<file path="config.mk">
export PLATFORM = sky130hd
export DESIGN_NAME = sdram_arbiter
export DESIGN_NICKNAME = d
export VERILOG_FILES = /design/src/rtl/sdram_arbiter.sv
export SDC_FILE = /design/constraint.sdc
export NUM_CORES = 1
export LEC_CHECK = 0
export ABC_AREA = 1
export ABC_CLOCK_PERIOD_IN_PS = 3800
export BUFFER_PORTS_ARGS = -buffer_cell sky130_fd_sc_hd__buf_2
export CAP_MARGIN = 0
export CORE_ASPECT_RATIO = 0.6
export CORE_UTILIZATION = 30
export CTS_CLUSTER_SIZE = 25
export DETAILED_ROUTE_END_ITERATION = 8
export HOLD_SLACK_MARGIN = 0.02
export PLACE_DENSITY = 0.69
export SETUP_SLACK_MARGIN = 0.3
export SYNTH_ARGS = -nofsm -noshare
export SYNTH_HDL_FRONTEND = slang
export SYNTH_SLANG_ARGS = --single-unit
</file>
<file path="constraint.sdc">
create_clock -name clk -period 3.8 [get_ports clk]
set_input_delay 0.76 -clock clk [delete_from_list [all_inputs] [get_ports clk]]
set_output_delay 0.76 -clock clk [all_outputs]
set_load 0.03 [all_outputs]
</file>
<file path="src/rtl/sdram_arbiter.sv">
// sdram_arbiter: shares one SDRAM controller master port between port A
// (audio engine) and port B (secondary reader/writer). One transaction is
// granted at a time; a tag FIFO remembers which port issued each
// outstanding read so returned words are steered back to their owner.
//
// Optional feature: define SDRAM_ARB_RR_EN for round-robin tie breaking
// (last-granted port loses ties, first tie after reset goes to A).
// Without it, A always wins ties.
//
// Handshake: a requester holds X_read/X_write (with address/data stable)
// until a cycle where it owns the master port and X_waitrq is low; that
// cycle is the acceptance. Read data returns later as a one-cycle X_valid
// strobe alongside X_rdata, in issue order.
module sdram_arbiter #(
    parameter int ADDR_W   = 22,
    parameter int DATA_W   = 16,
    parameter int PEND_MAX = 4
) (
    input  logic              clk,
    input  logic              reset,
    input  logic [ADDR_W-1:0] a_addr,
    input  logic [DATA_W-1:0] a_wdata,
    input  logic              a_read,
    input  logic              a_write,
    output logic              a_waitrq,
    output logic [DATA_W-1:0] a_rdata,
    output logic              a_valid,
    input  logic [ADDR_W-1:0] b_addr,
    input  logic [DATA_W-1:0] b_wdata,
    input  logic              b_read,
    input  logic              b_write,
    output logic              b_waitrq,
    output logic [DATA_W-1:0] b_rdata,
    output logic              b_valid,
    output logic [ADDR_W-1:0] m_addr,
    output logic [DATA_W-1:0] m_wdata,
    output logic              m_read,
    output logic              m_write,
    input  logic [DATA_W-1:0] m_rdata,
    input  logic              m_valid,
    input  logic              m_waitrq,
    output logic              busy,
    output logic              err_orphan,
    output logic [1:0]        dbg_owner
);

    localparam int PTR_W = $clog2(PEND_MAX);
    localparam int CNT_W = PTR_W + 1;

    typedef enum logic [1:0] {
        OWN_NONE = 2'd0,
        OWN_A    = 2'd1,
        OWN_B    = 2'd2
    } owner_t;

    owner_t owner_q, owner_d, grant;

    // Tag FIFO: 0 = read issued by A, 1 = read issued by B
    logic             tag_mem [PEND_MAX];
    logic [PTR_W-1:0] wr_ptr, rd_ptr;
    logic [CNT_W-1:0] count;
    logic             full, empty, push, push_tag, pop, head_tag;

    logic a_req, b_req, a_elig, b_elig;

    assign full     = (count == CNT_W'(PEND_MAX));
    assign empty    = (count == '0);
    assign a_req    = a_read | a_write;
    assign b_req    = b_read | b_write;
    // A read may only be granted while a tag slot is free; writes never need one
    assign a_elig   = a_write | (a_read & ~full);
    assign b_elig   = b_write | (b_read & ~full);
    assign head_tag = tag_mem[rd_ptr];
    assign pop      = m_valid & ~empty;

`ifdef SDRAM_ARB_RR_EN
    logic last_b;

    // Winner selection on an idle port: round-robin on ties
    always_comb begin
        grant = OWN_NONE;
        if (a_elig && b_elig) grant = last_b ? OWN_A : OWN_B;
        else if (a_elig)      grant = OWN_A;
        else if (b_elig)      grant = OWN_B;
    end

    // Remember which port was granted last; reset value lets A win the first tie
    always_ff @(posedge clk) begin
        if (reset)                                         last_b <= 1'b1;
        else if (owner_q == OWN_NONE && grant != OWN_NONE) last_b <= (grant == OWN_B);
    end
`else
    // Winner selection on an idle port: A has fixed priority
    always_comb begin
        grant = OWN_NONE;
        if (a_elig)      grant = OWN_A;
        else if (b_elig) grant = OWN_B;
    end
`endif

    // Owner register
    always_ff @(posedge clk) begin
        if (reset) owner_q <= OWN_NONE;
        else       owner_q <= owner_d;
    end

    // Next owner, master-port muxing, waitrequests and tag push
    always_comb begin
        owner_d  = owner_q;
        m_addr   = '0;
        m_wdata  = '0;
        m_read   = 1'b0;
        m_write  = 1'b0;
        a_waitrq = 1'b1;
        b_waitrq = 1'b1;
        push     = 1'b0;
        push_tag = 1'b0;
        case (owner_q)
            OWN_NONE: owner_d = grant;
            OWN_A: begin
                m_addr   = a_addr;
                m_wdata  = a_wdata;
                m_write  = a_write;
                m_read   = a_read & ~a_write;
                a_waitrq = m_waitrq;
                // Dropped request or acceptance both end the grant
                if (!a_req || !m_waitrq) owner_d = OWN_NONE;
                push     = a_req & ~m_waitrq & a_read & ~a_write;
                push_tag = 1'b0;
            end
            OWN_B: begin
                m_addr   = b_addr;
                m_wdata  = b_wdata;
                m_write  = b_write;
                m_read   = b_read & ~b_write;
                b_waitrq = m_waitrq;
                if (!b_req || !m_waitrq) owner_d = OWN_NONE;
                push     = b_req & ~m_waitrq & b_read & ~b_write;
                push_tag = 1'b1;
            end
            default: owner_d = OWN_NONE;
        endcase
    end

    // Tag storage; contents are meaningless while the count excludes them
    always_ff @(posedge clk) begin
        if (push) tag_mem[wr_ptr] <= push_tag;
    end

    // FIFO pointers and occupancy; simultaneous push and pop leave count unchanged
    always_ff @(posedge clk) begin
        if (reset) begin
            wr_ptr <= '0;
            rd_ptr <= '0;
            count  <= '0;
        end else begin
            if (push) wr_ptr <= wr_ptr + 1'b1;
            if (pop)  rd_ptr <= rd_ptr + 1'b1;
            count <= count + CNT_W'(push) - CNT_W'(pop);
        end
    end

    // Sticky error: controller returned data nobody asked for
    always_ff @(posedge clk) begin
        if (reset)                 err_orphan <= 1'b0;
        else if (m_valid && empty) err_orphan <= 1'b1;
    end

    assign a_rdata   = m_rdata;
    assign b_rdata   = m_rdata;
    assign a_valid   = pop & ~head_tag;
    assign b_valid   = pop & head_tag;
    assign busy      = (owner_q != OWN_NONE) | ~empty;
    assign dbg_owner = owner_q;

endmodule

</file>
==> metrics.txt <==
status=finished, final reports clean; WP data required=3040 ps; Gate Count Post-Synth=273; ANT nets after route=0; CTS sink cnt=16; Yosys top cell by area=nand2_1; share of cells above drive strength 1=0.405; synthesized cell area=1690 sq um; Skew-Pair Late Insertion Delay=260 ps; Slew HR=0.550; worst-case clock buffer depth=2; crit start category=register; largest family of logic cells by synthesized area=simple AND/OR/NAND/NOR gates; DR DRC count=0; core area=5230 sq um; cts bufs inserted=3; Detailed Place HPWL=4140 microns; CTS clock-pin slew for the worst setup and hold paths=70 ps; max-slew violation count=0; via count=1,927; final setup margin=1050 ps; switching part of the total power=0.497; Comb pwr share=0.580; minimum clock period=2750 ps; Routed wire per std cell=11.7 microns; CTS Hold Bufs=0; CTS tree=done; max_cap viols=0; Antenna diodes=0; clock root buffer=clkbuf_8; internal power=0.440 mW; FF+latch area=360 sq um; top cells by area, synth=nand2_1, dfxtp_1, buf_4; Synth Register Bits=16; Total Routing Usage GR=0.159; die area=5940 sq um; accumulated negative setup slack=0 ps; CP max FO=35; I/O Buffers=131; most common cell after layout, fill and taps aside=buf_2; Worst Tran Pin Value=674 ps; Final Hold Viols=0; Post-Route WL=5030 microns; R2R depth=11; number of fillers in the final layout=575; final RePlAce weighted congestion=0.846; Syn. warnings=0; syn_area_per_cell=6.19 sq um; 1st-pass router iterations=4; register share of total power=0.267; post-synth top area share=0.211; die width=98.9 microns; area occupied by multi-input gates=920 sq um; die height=60.1 microns; Net Switching=0.435 mW; worst path arrival time=1990 ps; Initial Util=0.323; Post-Synth Adder-Cell Area=0.0785; total power=0.874 mW; Worst VDD drop=0.203 mV; Distinct cells, synth=21; sequential area share after synthesis=0.213; total congestion overflow=0; simple logic cell fraction of the synthesized area=0.296; compound-cell area share of the yosys netlist=0.154; Post-Place Setup Slack=1180 ps; Crit Path Class=reg -> out; post-cts resize count=0; endpoints failing setup=0; pwr dens=402 nW/um^2; H-tree levels=1; Pleak=1.13 nW; Clock Power Share=0.154; RSZ-0062 raised after global routing=false; mux contribution to synthesized area=0; vias in the first global route=1,648; Worst Clk Skew=5.02 ps; vias per cell=4.49; largest net degree at the start of global routing=41; initial antenna violation count=0; # rows=20; Final #Nets=474; Synth Net Count=383; CP endpoint kind=primary output; most frequent cells in the layout=buf_2, nand2_1, a21oi_1; first-pass GRT wire length=7550 microns; Hold Crit Depth=2; max frequency=0.364 GHz; Initial DRC Count=79; total I/O pin count=180; Final Cycle Share=0.723; HP Class=reg -> reg; Post-Synth XOR/XNOR Area=0.0156; setup bufs post-CTS=0; P&R area growth vs syn=28.8%
cell families (layout without fill, tap and decap cells):
group / count (synthesis) / count (layout)
simple gates: 122 / 122
fa+ha+maj: 10 / 10
flops: 16 / 16
compound gates: 49 / 49
buf+inv: 73 / 163
xor+xnor: 3 / 3
power by group through the flow:
stage / clock network [mW] / registers, mW / logic, mW
final: 0.134 / 0.233 / 0.507
after global routing: 0.144 / 0.238 / 0.565
after CTS: 0.138 / 0.233 / 0.513
after detailed placement: 0 / 0.236 / 0.511
after global placement: 0 / 0.235 / 0.506
after floorplan: 0 / 0.244 / 0.421
final timing paths:
kind	slack [ps]	end	start
max	1050	m_addr[14]	dbg_owner[0]$_SDFFE_PP0P_
min reg2reg	460	err_orphan$_SDFFE_PP0P_	err_orphan$_SDFFE_PP0P_
min	460	err_orphan$_SDFFE_PP0P_	err_orphan$_SDFFE_PP0P_
max reg2reg	1200	count[2]$_SDFF_PP0_	dbg_owner[0]$_SDFFE_PP0P_
metrics by stage:
step / util / cells / hold slack (ps) / area (sq um)
6_report: 0.416 / 429 / 460 / 2180
5_1_grt: 0.416 / 429 / 508 / 2180
4_1_cts: 0.416 / 429 / 460 / 2180
3_5_place_dp: 0.407 / 425 / 449 / 2130
3_3_place_gp: 0.407 / 425 / 435 / 2130
2_1_floorplan: - / 273 / 474 / 1690
layer usage:
metal  vias to the layer above  track usage  wire [microns]
met5                         -            0               0
met2                        85        0.249            2370
met4                         0       0.0256               6
li1                        996            -               -
met3                         2       0.0538             407
met1                       844        0.216            2250
critical path: stages (launching register included):
cell	delay, ps
dfxtp_1	340
inv_1	90
ha_1	400
buf_4	410
nand2_1	90
a21oi_1	160
buf_2	230
final cells by class:
class,instances,share of cell area
sequential,16,0.166
multi-input combinational,184,0.423
timing repair buffer,133,0.308
clock buffer,3,0.0190
inverter,26,0.0449
tap,66,0.0380
clock inverter,1,0.00173
cells in the mapped netlist:
cell type / number
nand2_1: 95
a21oi_1: 46
buf_4: 32
inv_1: 22
buf_2: 12
dfxtp_1: 12
nor2_1: 12
ha_1: 9
nand3_1: 7
edfxtp_1: 4
inv_2: 4
clkbuf_1: 3
nand2_2: 3
xor2_1: 3
and2_1: 2
nor2_4: 2
a21oi_4: 1
a32oi_1: 1
fa_1: 1
nand3_2: 1
o21ai_1: 1
No activity file was read; power rests on OpenSTA's default activity.
